$ cat src/rtl/pe_id_config_sequencer_if.sv
// rtl/pe_id_config_sequencer_if.sv - start/generator/ID-table/config-bus signal bundle for the PE ID sequencer
interface pe_id_config_sequencer_if #(
    parameter int XID_W = 5,
    parameter int YID_W = 3
);
    logic             cfg_start;
    logic             cfg_abort;
    logic             idgen_start;
    logic             idgen_x_done;
    logic             idgen_y_done;
    logic [1:0]       id_bus_sel;
    logic [5:0]       id_pe_sel;
    logic [XID_W-1:0] id_xid;
    logic [YID_W-1:0] id_yid;
    logic             cfg_valid;
    logic             cfg_ready;
    logic [1:0]       cfg_bus;
    logic [5:0]       cfg_pe;
    logic [XID_W-1:0] cfg_xid;
    logic [YID_W-1:0] cfg_yid;
    logic [7:0]       cfg_words;
    logic             cfg_busy;
    logic             cfg_done;
    logic             cfg_err;

    modport master (
        input  cfg_start, cfg_abort, idgen_x_done, idgen_y_done, id_xid, id_yid, cfg_ready,
        output idgen_start, id_bus_sel, id_pe_sel, cfg_valid, cfg_bus, cfg_pe, cfg_xid,
               cfg_yid, cfg_words, cfg_busy, cfg_done, cfg_err
    );

    modport slave (
        output cfg_start, cfg_abort, idgen_x_done, idgen_y_done, id_xid, id_yid, cfg_ready,
        input  idgen_start, id_bus_sel, id_pe_sel, cfg_valid, cfg_bus, cfg_pe, cfg_xid,
               cfg_yid, cfg_words, cfg_busy, cfg_done, cfg_err
    );
endinterface

$ cat src/rtl/pe_id_config_sequencer.sv
// rtl/pe_id_config_sequencer.sv - kicks the multicast ID generator, then streams its ID tables onto the PE config bus
module pe_id_config_sequencer #(
    parameter int NUM_PE      = 48,
    parameter int XID_W       = 5,
    parameter int YID_W       = 3,
    parameter bit SKIP_UNUSED = 1'b1,
    parameter int GEN_TIMEOUT = 64
) (
    input  logic                    clk,
    input  logic                    rst,
    pe_id_config_sequencer_if.master cfg
);
    localparam int              WAIT_W    = (GEN_TIMEOUT > 1) ? $clog2(GEN_TIMEOUT) : 1;
    localparam logic [WAIT_W-1:0] WAIT_LAST = WAIT_W'(GEN_TIMEOUT - 1);
    localparam logic [5:0]      LAST_PE   = 6'(NUM_PE - 1);
    localparam logic [1:0]      LAST_BUS  = 2'd3;

    typedef enum logic [2:0] {IDLE, KICK, WAIT_GEN, SEND, DONE, ERR} state_t;

    state_t            state, state_nxt;
    logic [WAIT_W-1:0] wait_cnt;
    logic [1:0]        bus_cnt;
    logic [5:0]        pe_cnt;
    logic              fetched_all;
    logic              valid_q;
    logic [1:0]        bus_q;
    logic [5:0]        pe_q;
    logic [XID_W-1:0]  xid_q;
    logic [YID_W-1:0]  yid_q;
    logic [7:0]        words_q;
    logic              err_q;

    logic abort_act;
    logic gen_ready;
    logic advance;
    logic skip_word;
    logic kick_go;

    assign abort_act = cfg.cfg_abort && (state != IDLE);
    // The generator still shows the previous pass's done flags during the first wait cycle.
    assign gen_ready = (wait_cnt != '0) && cfg.idgen_x_done && cfg.idgen_y_done;
    assign advance   = (state == SEND) && (!valid_q || cfg.cfg_ready) && !abort_act;
    assign skip_word = SKIP_UNUSED && (&cfg.id_xid) && (&cfg.id_yid);
    assign kick_go   = (state_nxt == KICK);

    always_ff @(posedge clk) begin
        if (rst) begin
            state <= IDLE;
        end else begin
            state <= state_nxt;
        end
    end

    always_comb begin
        state_nxt = state;
        case (state)
            IDLE: begin
                if (cfg.cfg_start) state_nxt = KICK;
            end
            KICK: begin
                state_nxt = WAIT_GEN;
            end
            WAIT_GEN: begin
                if (gen_ready) begin
                    state_nxt = SEND;
                end else if (wait_cnt == WAIT_LAST) begin
                    state_nxt = ERR;
                end
            end
            SEND: begin
                if (advance && fetched_all) state_nxt = DONE;
            end
            DONE: begin
                state_nxt = IDLE;
            end
            ERR: begin
                if (cfg.cfg_start) state_nxt = KICK;
            end
            default: begin
                state_nxt = IDLE;
            end
        endcase
        if (abort_act) state_nxt = IDLE;
    end

    always_ff @(posedge clk) begin
        if (rst) begin
            wait_cnt    <= '0;
            bus_cnt     <= '0;
            pe_cnt      <= '0;
            fetched_all <= 1'b0;
            valid_q     <= 1'b0;
            bus_q       <= '0;
            pe_q        <= '0;
            xid_q       <= '0;
            yid_q       <= '0;
            words_q     <= '0;
            err_q       <= 1'b0;
        end else begin
            if (kick_go) begin
                bus_cnt     <= '0;
                pe_cnt      <= '0;
                fetched_all <= 1'b0;
                words_q     <= '0;
                err_q       <= 1'b0;
            end

            if (state == KICK) begin
                wait_cnt <= '0;
            end else if (state == WAIT_GEN && state_nxt == WAIT_GEN) begin
                wait_cnt <= wait_cnt + 1'b1;
            end

            if (state == WAIT_GEN && state_nxt == ERR) begin
                err_q <= 1'b1;
            end

            if (cfg.cfg_valid && cfg.cfg_ready && !abort_act && words_q != 8'hff) begin
                words_q <= words_q + 8'd1;
            end

            // Counters point at the next word to fetch and park on the final entry.
            if (advance) begin
                if (fetched_all) begin
                    valid_q <= 1'b0;
                end else begin
                    if (skip_word) begin
                        valid_q <= 1'b0;
                    end else begin
                        valid_q <= 1'b1;
                        bus_q   <= bus_cnt;
                        pe_q    <= pe_cnt;
                        xid_q   <= cfg.id_xid;
                        yid_q   <= cfg.id_yid;
                    end
                    if (pe_cnt == LAST_PE) begin
                        if (bus_cnt == LAST_BUS) begin
                            fetched_all <= 1'b1;
                        end else begin
                            pe_cnt  <= '0;
                            bus_cnt <= bus_cnt + 2'd1;
                        end
                    end else begin
                        pe_cnt <= pe_cnt + 6'd1;
                    end
                end
            end

            if (abort_act) begin
                valid_q <= 1'b0;
            end
        end
    end

    assign cfg.idgen_start = (state == KICK);
    assign cfg.id_bus_sel  = bus_cnt;
    assign cfg.id_pe_sel   = pe_cnt;
    assign cfg.cfg_valid   = valid_q;
    assign cfg.cfg_bus     = bus_q;
    assign cfg.cfg_pe      = pe_q;
    assign cfg.cfg_xid     = xid_q;
    assign cfg.cfg_yid     = yid_q;
    assign cfg.cfg_words   = words_q;
    assign cfg.cfg_busy    = (state != IDLE) && (state != ERR);
    assign cfg.cfg_done    = (state == DONE);
    assign cfg.cfg_err     = err_q;
endmodule

$ cat src/flat_wrapper.sv
// flat-port wrapper written by rule: the top's interface ports become plain ports
module pe_id_config_sequencer_flat 
#(
    parameter int NUM_PE      = 48,
    parameter int XID_W       = 5,
    parameter int YID_W       = 3,
    parameter bit SKIP_UNUSED = 1'b1,
    parameter int GEN_TIMEOUT = 64
)
  (clk, rst, cfg_cfg_start, cfg_cfg_abort, cfg_idgen_x_done, cfg_idgen_y_done, cfg_id_xid, cfg_id_yid, cfg_cfg_ready, cfg_idgen_start, cfg_id_bus_sel, cfg_id_pe_sel, cfg_cfg_valid, cfg_cfg_bus, cfg_cfg_pe, cfg_cfg_xid, cfg_cfg_yid, cfg_cfg_words, cfg_cfg_busy, cfg_cfg_done, cfg_cfg_err);
  pe_id_config_sequencer_if #(.XID_W(XID_W), .YID_W(YID_W)) cfg_i ();
  input  logic clk;
  input  logic rst;
  input wire logic [$bits(cfg_i.cfg_start)-1:0] cfg_cfg_start;
  input wire logic [$bits(cfg_i.cfg_abort)-1:0] cfg_cfg_abort;
  input wire logic [$bits(cfg_i.idgen_x_done)-1:0] cfg_idgen_x_done;
  input wire logic [$bits(cfg_i.idgen_y_done)-1:0] cfg_idgen_y_done;
  input wire logic [$bits(cfg_i.id_xid)-1:0] cfg_id_xid;
  input wire logic [$bits(cfg_i.id_yid)-1:0] cfg_id_yid;
  input wire logic [$bits(cfg_i.cfg_ready)-1:0] cfg_cfg_ready;
  output wire logic [$bits(cfg_i.idgen_start)-1:0] cfg_idgen_start;
  output wire logic [$bits(cfg_i.id_bus_sel)-1:0] cfg_id_bus_sel;
  output wire logic [$bits(cfg_i.id_pe_sel)-1:0] cfg_id_pe_sel;
  output wire logic [$bits(cfg_i.cfg_valid)-1:0] cfg_cfg_valid;
  output wire logic [$bits(cfg_i.cfg_bus)-1:0] cfg_cfg_bus;
  output wire logic [$bits(cfg_i.cfg_pe)-1:0] cfg_cfg_pe;
  output wire logic [$bits(cfg_i.cfg_xid)-1:0] cfg_cfg_xid;
  output wire logic [$bits(cfg_i.cfg_yid)-1:0] cfg_cfg_yid;
  output wire logic [$bits(cfg_i.cfg_words)-1:0] cfg_cfg_words;
  output wire logic [$bits(cfg_i.cfg_busy)-1:0] cfg_cfg_busy;
  output wire logic [$bits(cfg_i.cfg_done)-1:0] cfg_cfg_done;
  output wire logic [$bits(cfg_i.cfg_err)-1:0] cfg_cfg_err;
  assign cfg_i.cfg_start = cfg_cfg_start;
  assign cfg_i.cfg_abort = cfg_cfg_abort;
  assign cfg_i.idgen_x_done = cfg_idgen_x_done;
  assign cfg_i.idgen_y_done = cfg_idgen_y_done;
  assign cfg_i.id_xid = cfg_id_xid;
  assign cfg_i.id_yid = cfg_id_yid;
  assign cfg_i.cfg_ready = cfg_cfg_ready;
  assign cfg_idgen_start = cfg_i.idgen_start;
  assign cfg_id_bus_sel = cfg_i.id_bus_sel;
  assign cfg_id_pe_sel = cfg_i.id_pe_sel;
  assign cfg_cfg_valid = cfg_i.cfg_valid;
  assign cfg_cfg_bus = cfg_i.cfg_bus;
  assign cfg_cfg_pe = cfg_i.cfg_pe;
  assign cfg_cfg_xid = cfg_i.cfg_xid;
  assign cfg_cfg_yid = cfg_i.cfg_yid;
  assign cfg_cfg_words = cfg_i.cfg_words;
  assign cfg_cfg_busy = cfg_i.cfg_busy;
  assign cfg_cfg_done = cfg_i.cfg_done;
  assign cfg_cfg_err = cfg_i.cfg_err;
  pe_id_config_sequencer #(.NUM_PE(NUM_PE), .XID_W(XID_W), .YID_W(YID_W), .SKIP_UNUSED(SKIP_UNUSED), .GEN_TIMEOUT(GEN_TIMEOUT)) u_core (.clk(clk), .rst(rst), .cfg(cfg_i));
endmodule
$ cat config.mk
export PLATFORM = sky130hd
export DESIGN_NAME = pe_id_config_sequencer_flat
export DESIGN_NICKNAME = d
export VERILOG_FILES = /design/src/rtl/pe_id_config_sequencer_if.sv /design/src/rtl/pe_id_config_sequencer.sv /design/src/flat_wrapper.sv
export SDC_FILE = /design/constraint.sdc
export NUM_CORES = 1
export LEC_CHECK = 0
export CAP_MARGIN = 20
export CORE_UTILIZATION = 45
export CTS_CLUSTER_SIZE = 16
export DETAILED_ROUTE_END_ITERATION = 10
export HOLD_SLACK_MARGIN = 0.03
export PLACE_DENSITY = 0.8
export SYNTH_ARGS = -nofsm -noshare
export SYNTH_HDL_FRONTEND = slang
export SYNTH_SLANG_ARGS = --single-unit
$ cat constraint.sdc
create_clock -name clk -period 5.28 [get_ports clk]
set_input_delay 1.056 -clock clk [delete_from_list [all_inputs] [get_ports clk]]
set_output_delay 1.056 -clock clk [all_outputs]
set_load 0.005 [all_outputs]
==> results of run 1 <==
==> power breakdown <==
| part | total, mW | leakage, nW | switching [mW] | internal [mW] |
|---|---|---|---|---|
| Combinational | 0.0751 | 0.617 | 0.0399 | 0.0353 |
| Clock | 0.252 | 0.0552 | 0.111 | 0.140 |
| Sequential | 0.341 | 0.355 | 0.00638 | 0.335 |
==> metrics by stage <==
stage / area (sq um) / util / power [mW]
2_1_floorplan: 2220 / - / 0.395
3_3_place_gp: 2760 / 0.585 / 0.423
3_5_place_dp: 2760 / 0.585 / 0.424
4_1_cts: 2870 / 0.608 / 0.675
5_1_grt: 2870 / 0.608 / 0.698
6_report: 2870 / 0.608 / 0.668
==> how the worst min path moves through the flow <==
| stage | start | end | slack, ns | depth (start not counted) |
|---|---|---|---|---|
| CTS | u_core.cfg.cfg_pe[3] | u_core.cfg.cfg_pe[3] | 0.51 | 2 |
| detailed placement | u_core.cfg.cfg_pe[3] | u_core.cfg.cfg_pe[3] | 0.48 | 2 |
| global placement | u_core.cfg.cfg_xid[3] | u_core.cfg.cfg_xid[3] | 0.47 | 2 |
| finish | u_core.cfg.cfg_pe[3] | u_core.cfg.cfg_pe[3] | 0.50 | 2 |
| global route | u_core.cfg.cfg_yid[1] | u_core.cfg.cfg_yid[1] | 0.54 | 2 |
| floorplan | u_core.wait_cnt[4] | u_core.wait_cnt[4] | 0.47 | 2 |
==> state kept, by name, indices dropped and copies added (netlist names) <==
register / flops
u_core.fetched_all: 1
u_core.cfg.cfg_valid: 1
u_core.cfg.id_bus_sel: 2
u_core.wait_cnt: 6
u_core.cfg.cfg_err: 1
u_core.cfg.cfg_words: 8
u_core.cfg.cfg_xid: 5
u_core.cfg.id_pe_sel: 6
u_core.cfg.cfg_yid: 3
u_core.state: 3
u_core.cfg.cfg_pe: 6
u_core.cfg.cfg_bus: 2
==> layer usage <==
layer | up-vias | wire length, um | global-route usage
met2 | 52 | 2410 | 0.332
met5 | - | 0 | 0
met1 | 938 | 2290 | 0.259
li1 | 996 | - | -
met3 | 8 | 218 | 0.0417
met4 | 0 | 54 | 0.0632
==> cell type report <==
cell class | instances | area, sq um
Clock buffer | 6 | 72.6
Clock inverter | 2 | 35.0
Multi-Input combinational cell | 185 | 1260
Sequential cell | 44 | 881
Tap cell | 67 | 83.8
Timing Repair Buffer | 52 | 518
Inverter | 4 | 15.0
Fill cell | 402 | 1850
==> worst reg2reg max path, delay by kind of cell (launching register included) <==
family                   cells  cell delay (ns)
adder cells (fa/ha/maj)      1             0.25
AND/OR/NAND/NOR              3             0.84
flip-flops                   1             0.34
AO/OA/AOI/OAI                3             0.64
==> kinds of logic after synthesis <==
logic type               Yosys count  share of synthesized area
buffers and inverters             14                     0.0322
flip-flops                        44                      0.397
XOR/XNOR                           4                     0.0158
AND/OR/NAND/NOR                  106                      0.271
adder cells (fa/ha/maj)            5                     0.0282
AO/OA/AOI/OAI                     53                      0.179
multiplexers                      17                     0.0767
==> layout by cell type, fill, tap and decap left out, types with 2 or more instances in the layout <==
master           instances
nor3_1                   4
nand3_2                  2
o21ai_0                  9
o31ai_1                  5
nor3b_1                  3
inv_1                    4
or2_2                    2
nand3b_1                 2
nor4_1                   2
nor2_1                  33
a31o_2                   7
or3b_2                   3
and3_1                   8
a31oi_1                  5
o221a_2                  2
clkbuf_8                 5
a32oi_1                  3
dfxtp_1                 44
mux2i_1                 17
ha_1                     5
nand3_1                  8
nand2_1                 15
nand2b_1                 3
nand4_1                  6
a21oi_1                 11
xnor2_1                  3
nor2b_1                  4
clkdlybuf4s50_1         51
and4_1                   2
==> metrics.txt, run 1 <==
status finished clean; Worst R2R End u_core.wait_cnt[3]; clk_lat worst skew 0.30 ns; Mapped Area roughly 2200 sq um; worst-path maximum fanout 14; First-pass DRT Iterations 4; final layout net count 312; RSZ-0062 raised after global routing no; ys async rst share 0; Slew HR 0.554; Synth top area share 0.397; Worst setup SP type flop; sequence of cells on the critical path nand2b_1, nor2_1, clkdlybuf4s50_1; Place WS 2.15 ns; Pwr per Cell Area ~230 nW/um^2; initial antenna violation count 0; vias in the first global route 1837; Area Overhead vs Synth 29.5%; final wirelength ~5 mm; post-synth top area cell dfxtp_1; largest net degree at the start of global routing 33; Post-synth EDFFs 0; Setup TNS 0 ns; Sink Count 44; Top FF cell, synth dfxtp_1; Final WS setup 2.41 ns; Initial Utilization 0.469; CTS tree yes; CTS clk-pin slew, worst paths 0.08 ns; max incr delay on CP 0.61 ns; Hold Path Class reg2reg; DR DRC count 0; Crit. End Element output pin; total gr overflow 0; Hold Slack 0.502 ns; die height 72.2 um; maximum VDD drop between 0.2 and 0.25 mV; Via density 5.54; # H-tree levels 2; fin crit share 0.544; Post-DRT Antenna Nets 0; Leakage 1.03 nW; die area 5210 sq um; Avg Inst Size Synth 9.12 sq um; #FFs+latches synth between 40 and 50; Worst Skew a little under 0.009 ns; Slew @ Worst Pin 0.663 ns; WP data required ~4.2 ns; quantity of hold-fixing buffers added after cts 0; Stages on worst setup path 3; routed len/inst 13.8 um; critical path class reg2out; Port Buffer Count 51; ranking of synthesized cells by area dfxtp_1, mux2i_1, nor2_1, ha_1, a31o_2; Top Ports 52; CTS root buf clkbuf_8; top cells by count, synth dfxtp_1, nor2_1, mux2i_1; n_diodes 0; Seq/Total Area, Yosys 0.397; Crit-path slowest cell dfxtp_1; Num CTS Buffers 5; Overall Global Routing Usage 0.200; count of different cell masters after synthesis between 50 and 60; Max Cap Violations 0; Clock Tree Buf Depth 2; Worst setup endpoint cfg_idgen_start; synthesized net count 263; CP delay by family, top flip-flops; core footprint 4720 sq um; Hold Vio Cnt, Final 0; CTS-repair resized insts 0; setup bufs post-CTS 0; Syn Inst Count ~240; Placed Instances 352; Worst EP arrival 1.82 ns; max-slew violation count 0; Initial DRC Count 122; first-pass GRT wire length slightly above 8 mm; DR vias 1994; fraction of layout cells with a size suffix above 1 0.106; Die Wd 72.2 um; f_max 0.348 GHz; Final Critical Period ~2.9 ns; CP bufs+invs 1; fin cells 360; Final setup violation count 0; setup slack, reg-to-reg approximately 3.1 ns; Worst R2R Start u_core.wait_cnt[0]; reg2reg path depth 7; most frequent cell after synthesis dfxtp_1; row cnt 25; synth warn 0; DP HPWL 3.57 mm; CP Launch Point u_core.state[0]; GPL Wtd Cong 0.802
Power figures use the tool's default switching activity.
==> inputs of run 2 (changes only) <==
==> constraint.sdc (replaced) <==
create_clock -name clk -period 3 [get_ports clk]
set_input_delay 0.6 -clock clk [delete_from_list [all_inputs] [get_ports clk]]
set_output_delay 0.6 -clock clk [all_outputs]
set_load 0.005 [all_outputs]
==> run 2 against run 1 <==
Against the previous run: sequential share of layout area grew 0.16 points; die area is the same; total power grew 68%; largest power group unchanged; critical path depth is the same; first-iteration DRC count shrank 2.5%; hold slack lost 0.00076 ns; combinational power grew 78%; final cell count is the same; register-to-register slack lost 2.3 ns; clock power grew 53%; global-route usage is essentially flat.
==> metrics.txt, run 2 (same netlist as run 1, synthesis figures left out) <==
critical path class reg2out (unchanged); setup bufs post-CTS 0 (unchanged); Worst EP arrival 1.84 ns (was 1.82 ns); Clock power frac 0.345 (was 0.377); Setup TNS 0 ns (unchanged); DR DRC count 0 (unchanged); total gr overflow 0 (unchanged); f_max 0.410 GHz; Slew HR 0.550 (was 0.554); routed len/inst 14.1 um (was 13.8 um); final wirelength 5.06 mm (was 4.98 mm); RSZ-0062 raised after global routing no (unchanged); max-slew violation count 0 (unchanged); CTS root buf clkbuf_8 (unchanged); most frequent cells in the layout clkdlybuf4s50_1, dfxtp_1, nor2_1, mux2i_1, nand2_1 (unchanged); Crit. End Element output pin (unchanged); row cnt 25 (unchanged); # H-tree levels 2 (unchanged); first-pass GRT wire length 8.23 mm (unchanged); Final Critical Period approximately 2.4 ns; Hold Vio Cnt, Final 0 (unchanged); Sw Ratio 0.255 (was 0.236); Final setup violation count 0 (unchanged); clk_lat worst skew 0.30 ns (about the same); fin crit share 0.814; initial antenna violation count 0 (unchanged); largest net degree at the start of global routing 32 (was 33); fillers 416 (was 402); Psw 0.285 mW (was 0.158 mW); die area 5210 sq um (unchanged); max reg flops 8 (unchanged); Port Buffer Count 51 (unchanged); vias in the first global route 1809 (was 1837); status finished clean (unchanged); CTS tree yes (unchanged); Comb power frac 0.120 (was 0.112); DR vias 1982 (was 1994); Hold Slack 0.501 ns (was 0.502 ns); Power Total 1.12 mW (was 0.668 mW); Overall Global Routing Usage 0.199 (was 0.200); commonest non-fill, non-tap cell in the layout clkdlybuf4s50_1 (unchanged); Placed Instances 352 (unchanged); Initial DRC Count 119 (was 122); Reg power frac 0.536 (was 0.511); quantity of hold-fixing buffers added after cts 0 (unchanged); Leakage 1.02 nW (was 1.03 nW); CTS-repair resized insts 0 (unchanged); Worst Skew 0.00803 ns (was 0.00864 ns); maximum VDD drop 0.213 mV (was 0.205 mV); First-pass DRT Iterations 4 (unchanged); Top Ports 52 (unchanged); core footprint 4720 sq um (unchanged); die height 72.2 um (unchanged); Num CTS Buffers 5 (unchanged); DP HPWL 3.63 mm (was 3.57 mm); Worst setup SP type flop (unchanged); Area Overhead vs Synth 28.8% (was 29.5%); WP data required 2.40 ns (was 4.22 ns); CTS clk-pin slew, worst paths 0.09 ns (was 0.08 ns); Slew @ Worst Pin 0.668 ns (was 0.663 ns); Pwr per Cell Area 392 nW/um^2 (was 233 nW/um^2); Hold Path Class reg2reg (unchanged); Clock Tree Buf Depth 2 (unchanged); GPL Wtd Cong 0.806 (was 0.802); final layout net count 312 (unchanged); worst-path maximum fanout 14 (unchanged); Max Cap Violations 0 (unchanged); Die Wd 72.2 um (unchanged); internal cell power 0.835 mW (was 0.510 mW); n_diodes 0 (unchanged); Initial Utilization 0.469 (unchanged); Via density 5.51 (was 5.54); fraction of layout cells with a size suffix above 1 0.109 (was 0.106); final core occ 0.605 (was 0.608); fin cells 360 (unchanged); Post-DRT Antenna Nets 0 (unchanged); Sink Count 44 (unchanged)
-- run 2: cell types whose count changed in the layout (fill, tap and decap cells not counted), sizes merged --
cell	before	now
bufinv	1	0
clkinv	1	2
-- run 2: final cells by class --
cell class / instances / area [sq um] / share of cell area
Multi-Input combinational cell: 185 / 1260 / 0.443
Clock inverter: 2 / 10.0 / 0.00351
Timing Repair Buffer: 52 / 518 / 0.181
Tap cell: 67 / 83.8 / 0.0294
Clock buffer: 6 / 82.6 / 0.0289
Sequential cell: 44 / 881 / 0.309
Inverter: 4 / 15.0 / 0.00526
-- run 2: final timing paths --
| check | from | endpoint | slack, ns | depth (start not counted) |
|---|---|---|---|---|
| worst max-delay path | u_core.state[0] | cfg_idgen_start | 0.56 | 3 |
| worst min-delay path | u_core.cfg.cfg_pe[3] | u_core.cfg.cfg_pe[3] | 0.50 | 2 |
| worst max register to register | u_core.state[0] | u_core.wait_cnt[3] | 0.84 | 6 |
| worst min register to register | u_core.cfg.cfg_pe[3] | u_core.cfg.cfg_pe[3] | 0.50 | 2 |
-- run 2: through the flow --
stage | area, sq um | worst slack [ns]
final | 2860 | 0.559
after global routing | 2860 | 0.457
after CTS | 2860 | 0.575
after detailed placement | 2760 | 0.315
after global placement | 2760 | 0.375
after floorplan | 2220 | 1.01
-- run 2: power by group through the flow --
stage               Combinational [mW]  Sequential, mW  Clock (mW)
floorplan                       0.0891           0.607           0
global placement                 0.131           0.614           0
detailed placement               0.133           0.614           0
CTS                              0.133           0.600       0.397
global route                     0.146           0.602       0.418
finish                           0.134           0.600       0.386
-- run 2: worst max-delay path, cell delays in order, from the launching register on --
cell and delay [ns]:
dfxtp_1 0.62, nand2b_1 0.16, nor2_1 0.23, clkdlybuf4s50_1 0.55
-- run 2: metal layers --
metal	GRT usage	routed length (um)	vias to the layer above
li1	-	-	998
met1	0.261	2420	945
met2	0.318	2460	35
met3	0.0347	140	4
met4	0.0959	44	0
met5	0	0	-
==> inputs of run 3 (changes only) <==
==> constraint.sdc (replaced) <==
create_clock -name clk -period 2.25 [get_ports clk]
set_input_delay 0.45 -clock clk [delete_from_list [all_inputs] [get_ports clk]]
set_output_delay 0.45 -clock clk [all_outputs]
set_load 0.005 [all_outputs]
==> run 3 against run 2 <==
Against the previous run: register-to-register slack worse by 0.67 ns; largest cell class unchanged; hold slack worse by 0.00056 ns; clock skew down 0.0024 ns; final cell count up 5.3%; total power up 36%; clock power up 33%; wire length down 1.8%; critical endpoint unchanged; design area up 6.0%.
==> metrics.txt, run 3 (same netlist as run 1, synthesis figures left out) <==
RSZ-0062 raised after global routing no (unchanged); first-pass GRT wire length 8.42 mm (was 8.23 mm); status finished clean (unchanged); max-slew violation count 0 (unchanged); met3 wire len 162 um (was 140 um); Highest Signal Layer met4 (unchanged); Worst R2R Start u_core.wait_cnt[0] (was u_core.state[0]); Sink Count 44 (unchanged); setup slack, reg-to-reg 0.17 ns (was 0.84 ns); M1 wire length 2.37 mm (was 2.42 mm); DR DRC count 0 (unchanged); CTS-repair resized insts 1 (was 0); max reg flops 8 (unchanged); area of the multi-input gates 1270 sq um (was 1260 sq um); Worst setup SP type flop (unchanged); Leakage 1.12 nW (was 1.02 nW); commonest non-fill, non-tap cell in the layout clkdlybuf4s50_1 (unchanged); Worst R2R End u_core.wait_cnt[3] (unchanged); Hold Vio Cnt, Final 0 (unchanged); total gr overflow 0 (unchanged); CTS clk-pin slew, worst paths 0.08 ns (was 0.09 ns); Crit. End Element output pin (unchanged); Area Overhead vs Synth 36.5% (was 28.8%); Port Buffer Count 51 (unchanged); Pwr per Cell Area 504 nW/um^2 (was 392 nW/um^2); fillers 399 (was 416); f_max 0.477 GHz; fin crit share 0.932; Initial Utilization 0.469 (unchanged); row cnt 25 (unchanged); final wirelength 4.97 mm (was 5.06 mm); WP data required 1.80 ns (was 2.40 ns); Place WS -0.135 ns (was 0.315 ns); setup bufs post-CTS 0 (unchanged); Slew HR 0.665 (was 0.550); Final setup violation count 0 (unchanged); CTS root buf clkbuf_8 (unchanged); Clock Tree Buf Depth 2 (unchanged); DP HPWL 3.72 mm (was 3.63 mm); die area 5210 sq um (unchanged); Overall Global Routing Usage 0.202 (was 0.199); Sequential Area 883 sq um (was 881 sq um); maximum VDD drop 0.336 mV (was 0.213 mV); initial antenna violation count 0 (unchanged); met2 routed WL 2.37 mm (was 2.46 mm); max incr delay on CP 0.54 ns (was 0.62 ns); core footprint 4720 sq um (unchanged); Final Critical Period 2.10 ns; fraction of layout cells with a size suffix above 1 0.173 (was 0.109); Final WS setup 0.152 ns (was 0.559 ns); reg2reg path depth 7 (was 6); critical path class reg2out (unchanged); largest net degree at the start of global routing 27 (was 32); CTS tree yes (unchanged); worst-path maximum fanout 14 (unchanged); Initial DRC Count 132 (was 119); First-pass DRT Iterations 4 (unchanged); Crit-path slowest cell clkdlybuf4s50_1 (was dfxtp_1); Via density 5.44 (was 5.51); Worst Skew 0.00567 ns (was 0.00803 ns); Num CTS Buffers 5 (unchanged); quantity of hold-fixing buffers added after cts 0 (unchanged); DR vias 2060 (was 1982); Worst EP arrival 1.65 ns (was 1.84 ns); CP Launch Point u_core.state[0] (unchanged); hold path start u_core.cfg.cfg_yid[0] (was u_core.cfg.cfg_pe[3]); final core occ 0.641 (was 0.605); n_diodes 0 (unchanged); Top Ports 52 (unchanged); Die Wd 72.2 um (unchanged); clk_lat worst skew 0.30 ns (about the same); Post-DRT Antenna Nets 0 (unchanged); final layout net count 331 (was 312); Hold Path Sink u_core.cfg.cfg_yid[0] (was u_core.cfg.cfg_pe[3]); # H-tree levels 2 (unchanged); Hold Path Class reg2reg (unchanged); die height 72.2 um (unchanged); sequence of cells on the critical path nand2b_1, nor2_1, clkdlybuf4s50_1 (unchanged); GPL Wtd Cong 0.856 (was 0.806); Slew @ Worst Pin 0.501 ns (was 0.668 ns); vias in the first global route 1888 (was 1809); routed len/inst 13.1 um (was 14.1 um); Max Cap Violations 0 (unchanged); most frequent cells in the layout clkdlybuf4s50_1, dfxtp_1, nor2_1, buf_4, mux2i_1 (was clkdlybuf4s50_1, dfxtp_1, nor2_1, mux2i_1, nand2_1); hold depth 2 (unchanged)
==> run 3: through the flow <==
step / hold slack, ns / setup TNS (ns) / cell area (sq um) / power (mW) / cells
2_1_floorplan: 0.469 / 0 / 2220 / 0.928 / 243
5_1_grt: 0.517 / 0 / 3030 / 1.59 / 379
3_5_place_dp: 0.483 / -1.25 / 2930 / 1.03 / 371
4_1_cts: 0.505 / 0 / 3020 / 1.53 / 379
6_report: 0.500 / 0 / 3030 / 1.52 / 379
3_3_place_gp: 0.473 / -0.758 / 2930 / 1.02 / 371
==> run 3: area by class of cell <==
type	count	share of cell area
Inverter	4	0.00496
Tap cell	67	0.0277
Timing Repair Buffer	71	0.227
Clock buffer	6	0.0273
Multi-Input combinational cell	185	0.418
Clock inverter	2	0.00331
Sequential cell	44	0.292
==> run 3: worst max path at each step <==
| stage | to | slack [ns] | cells after the start |
|---|---|---|---|
| after CTS | cfg_cfg_busy | 0.11 | 3 |
| after detailed placement | u_core.wait_cnt[2] | -0.13 | 7 |
| final | cfg_idgen_start | 0.15 | 3 |
| after global routing | u_core.cfg.cfg_words[7] | 0.003 | 7 |
| after floorplan | u_core.wait_cnt[2] | 0.36 | 8 |
| after global placement | u_core.wait_cnt[2] | -0.10 | 7 |
==> run 3: critical path: cells and delay by family, from the launching register on <==
family                 cells  cell delay (ns)
buffers and inverters      1             0.54
and+or+nand+nor            2             0.33
DFF                        1             0.49
==> run 3: metal layers <==
layer | global-route usage | vias to the layer above
met5 | 0 | -
met4 | 0.0654 | 0
met3 | 0.0389 | 8
met2 | 0.342 | 45
met1 | 0.260 | 966
li1 | - | 1041
==> run 3: power by group <==
group / internal, mW / switching (mW) / leakage (nW)
logic: 0.109 / 0.100 / 0.715
registers: 0.785 / 0.0148 / 0.356
clock network: 0.245 / 0.269 / 0.0510
total: 1.14 / 0.384 / 1.12
==> variant 1, RTL diff (config.mk and constraints of run 1) <==
`SKIP_UNUSED` is set to 1'b1 in 2 places; all go to 1'b0.
--- a/src/rtl/pe_id_config_sequencer.sv
+++ b/src/rtl/pe_id_config_sequencer.sv
@@ -3,7 +3,7 @@
     parameter int NUM_PE      = 48,
     parameter int XID_W       = 5,
     parameter int YID_W       = 3,
-    parameter bit SKIP_UNUSED = 1'b1,
+    parameter bit SKIP_UNUSED = 1'b0,
     parameter int GEN_TIMEOUT = 64
 ) (
     input  logic                    clk,
--- a/src/flat_wrapper.sv
+++ b/src/flat_wrapper.sv
@@ -4,7 +4,7 @@
     parameter int NUM_PE      = 48,
     parameter int XID_W       = 5,
     parameter int YID_W       = 3,
-    parameter bit SKIP_UNUSED = 1'b1,
+    parameter bit SKIP_UNUSED = 1'b0,
     parameter int GEN_TIMEOUT = 64
 )
   (clk, rst, cfg_cfg_start, cfg_cfg_abort, cfg_idgen_x_done, cfg_idgen_y_done, cfg_id_xid, cfg_id_yid, cfg_cfg_ready, cfg_idgen_start, cfg_id_bus_sel, cfg_id_pe_sel, cfg_cfg_valid, cfg_cfg_bus, cfg_cfg_pe, cfg_cfg_xid, cfg_cfg_yid, cfg_cfg_words, cfg_cfg_busy, cfg_cfg_done, cfg_cfg_err);
Formal check against the unedited RTL: not equivalent (Yosys sat finds a counterexample within 10 cycles, from zero or initial values and one cycle with rst high).
==> variant 1 against run 1 <==
Die area up 2.3%; routed wire length up 2.1%; count of clock-buffer cells in the layout unchanged; area after synthesis up 2.4%; register-to-register slack worse by 240 ps; highest routed layer unchanged; setup slack worse by 440 ps; total power up 1.1%; clock power up 8%; design area up 1.7%; sequential cell count unchanged.
==> variant 1: results (changes against run 1) <==
worst_setup_path:
  slowest_stage: "nor3b_1"
  crit_fanout: 16  # +2
  crit_family: "simple AND/OR/NAND/NOR gates"
layout:
  nMultiInputCombCells: 194  # +4.9%
  drive_above_1_share: 0.09646  # -0.009339
  multi_input_area_share: 0.4325  # -0.008224
  clock_cell_area_share: 0.04158  # +0.004088
  design.seq.count: 44  # unchanged
  sh_seq_area: 0.3018  # -0.005130
  bufAreaShareNonClock: 0.1800  # -0.0004453
  fin_cells: 378  # +5.0%
  n_all_buffers: 53  # +1.9%
  final_net_count: 330  # +5.8%
synthesis:
  synth-compound-area-share: 0.2348  # +0.05595
  synthMuxAreaShare: 0.009372  # -0.06738
  synth_xor_area_frac: 0.03087  # +0.01507
  synthDistinctLibCells: 58  # +12%
  synth_cells: 262  # +7.8%
  syn_nets: 282  # +7.2%
  yosysSeqAreaShare: 0.3881  # -0.009199
  synth_area_leaders: "dfxtp_1 39%, nand2_1 7.1%, a21oi_1 5.1%, ha_1 2.8%, nor3_1 2.6%"
  synth_commonest_cells: "44 x dfxtp_1, 43 x nand2_1, 23 x a21oi_1"
run_status:
  status: "complete, no violations"
global_route:
  grt_util_all_layers: 0.2011  # +0.001464
  grt_max_degree: 41  # +24%
  grt_pass1_vias: 1865  # +1.5%
power_and_ir_drop:
  ir_drop_mv: 0.2225  # +8.6%
  leakage_uw: 0.001058  # +3.1%
place:
  dp_hpwl_um: 3573  # about the same
  dp_cells: 370  # +5.1%
route:
  wl_per_cell_um: 13.44  # -2.8%
  vias: 2055  # +3.1%
  drtIter0Drc: 149  # +22%
sta:
  skew_ps: 10.26  # +1.616 ps
  maxSlewHeadroom: 0.4589  # -0.09462
## variant 1: cell types whose count changed after synthesis, sizes merged, moves of 4 or more
| cell | before | now |
|---|---|---|
| nand4 | 6 | 1 |
| nand2 | 15 | 43 |
| nor3 | 4 | 12 |
| a31o | 7 | 3 |
| mux2i | 17 | 1 |
| o21ai | 10 | 6 |
| nor2 | 34 | 12 |
| a21oi | 12 | 24 |
| inv | 4 | 12 |
## variant 1: worst register-to-register path, stage by stage, from the launching register on
cell,delay [ps]
dfxtp_1,610
nand2b_1,150
or4_1,880
nor3b_2,370
inv_1,70
a31o_2,240
## variant 1: metal layers
metal  track usage  part of all wire
met5             0                 0
met4       0.09368             0.013
met3       0.03729             0.043
met2        0.3210              0.48
met1        0.2622              0.46
## variant 1: where the power goes
group	switching, uW	internal [uW]
registers	6.33	334
clock network	116	155
logic	33.8	30.0
total	156	519
## variant 1: final timing paths
| path | start | to | slack [ps] | cells past startpoint |
|---|---|---|---|---|
| setup reg to reg | u_core.state[0]$_SDFF_PP0_ | u_core.cfg.id_bus_sel[1]$_SDFF_PP0_ | 2860 | 5 |
| hold / removal | u_core.cfg.cfg_xid[3]$_SDFFE_PP0P_ | u_core.cfg.cfg_xid[3]$_SDFFE_PP0P_ | 450 | 2 |
| setup / recovery | u_core.state[0]$_SDFF_PP0_ | cfg_idgen_start | 1960 | 2 |
| hold reg to reg | u_core.cfg.cfg_xid[3]$_SDFFE_PP0P_ | u_core.cfg.cfg_xid[3]$_SDFFE_PP0P_ | 450 | 2 |
## variant 1: through the flow
stage          power (uW)  area (um^2)  setup slack (ps)
2_1_floorplan       388.8         2270              2820
3_3_place_gp        411.1         2798              1861
3_5_place_dp        411.7         2798              1774
4_1_cts             680.8         2919              1967
5_1_grt             702.3         2919              1815
6_report            675.5         2919              1964
==> variant 2, RTL diff (settings of run 1) <==
Without the edit above. Encoding of `state_t`: now one-hot (6 bits for 6 states).
--- a/src/rtl/pe_id_config_sequencer.sv
+++ b/src/rtl/pe_id_config_sequencer.sv
@@ -15,7 +15,7 @@
     localparam logic [5:0]      LAST_PE   = 6'(NUM_PE - 1);
     localparam logic [1:0]      LAST_BUS  = 2'd3;
 
-    typedef enum logic [2:0] {IDLE, KICK, WAIT_GEN, SEND, DONE, ERR} state_t;
+    typedef enum logic [5:0] {IDLE = 6'b000001, KICK = 6'b000010, WAIT_GEN = 6'b000100, SEND = 6'b001000, DONE = 6'b010000, ERR = 6'b100000} state_t;
 
     state_t            state, state_nxt;
     logic [WAIT_W-1:0] wait_cnt;
Check against the original RTL: same outputs for any inputs over 10 cycles, from zero or initial values and one cycle with rst high; not proved beyond that.
==> variant 2 against run 1 <==
Routed wire length rose by 17%; total power fell by 2.7%; sequential power rose by 7.0%; non-clock buffer count did not move; setup slack got worse by 360 ps; clock skew fell by 3.3 ps; sequential cell count rose by 3; synthesized cell count rose by 18%; largest cell class unchanged; area after synthesis rose by 8.8%; design area rose by 5.4%.
==> variant 2: results (changes against run 1) <==
layout:
  regArea_um2: 940.9  # +6.8%
  bufAreaShareNonClock: 0.1711  # -0.009326
  clock_cell_area_share: 0.02811  # -0.009378
  fin_cells: 400  # +11%
  multi_input_comb_area_um2: 1358  # +7.3%
  fillers: 499  # +24%
  final_net_count: 349  # +12%
power_and_ir_drop:
  finalPower_uw: 649.6  # -2.7%
  ir_drop_mv: 0.1252  # -39%
  power_per_cell_area_nw_per_um2: 214.6  # -7.8%
  p_sw_uw: 168.4  # +6.9%
  leakage_uw: 0.0009577  # -6.7%
synthesis:
  synth_commonest_cells: "47 x dfxtp_1, 29 x a21oi_1, 25 x nand3_1"
  synth_area_leaders: "dfxtp_1 39%, a21oi_1 6.0%, nand3_1 5.2%, o21ai_0 4.1%, nand2b_1 3.4%"
  yosysSeqAreaShare: 0.3900  # -0.007250
  syn_avg_cell_area_um2: 8.405  # -7.9%
run_status:
  status: "complete, no violations"
worst_setup_path:
  worstPathArrival_ps: 2180  # +360 ps
  ff2ff_setup_slack_ps: 2630  # -470 ps
global_route:
  grt_pass1_vias: 2144  # +17%
  grt_max_degree: 31  # -6.1%
sta:
  maxSlewHeadroom: 0.4281  # -0.1255
  skew_ps: 5.341  # -3.303 ps
route:
  wl_per_cell_um: 14.57  # +5.4%
cts:
  clock_sinks: 47  # +6.8%
place:
  dpl_cell_area_um2: 2942  # +6.5%
  gp_congestion: 0.8318  # +3.7%
  dp_hpwl_um: 4026  # +13%
variant 2: cell count changes in the layout (fill, tap and decap cells not counted), sizes merged, moves of 5 or more:
cell,before,now
nor2,34,10
a21oi,12,29
mux2i,17,0
nand3,10,25
nand2b,3,13
o21ai,10,20
a31o,7,0
inv,4,10
nor3,4,10
and3,8,3
o22ai,0,5
variant 2: tightest hold or removal path, stage by stage (launching register included):
cell	delay [ps]
dfxtp_1	310
o21ai_0	60
a21oi_1	60
variant 2: cells by family (layout without fill, tap and decap cells):
logic type | count (synthesis) | in the layout | synth area share
AOI/OAI and AO/OA | 96 | 96 | 0.2604
xor gates and xnor gates | 1 | 1 | 0.003631
and+or+nand+nor | 111 | 111 | 0.2728
adders and majority gates | 5 | 5 | 0.02593
DFF | 47 | 47 | 0.3900
buffers and inverters | 27 | 70 | 0.04720
variant 2: routing by layer:
metal / wire length, um / GRT usage
met1: 2616 / 0.2803
met2: 2857 / 0.3634
met3: 292 / 0.05355
met4: 61 / 0.05967
met5: 0 / 0
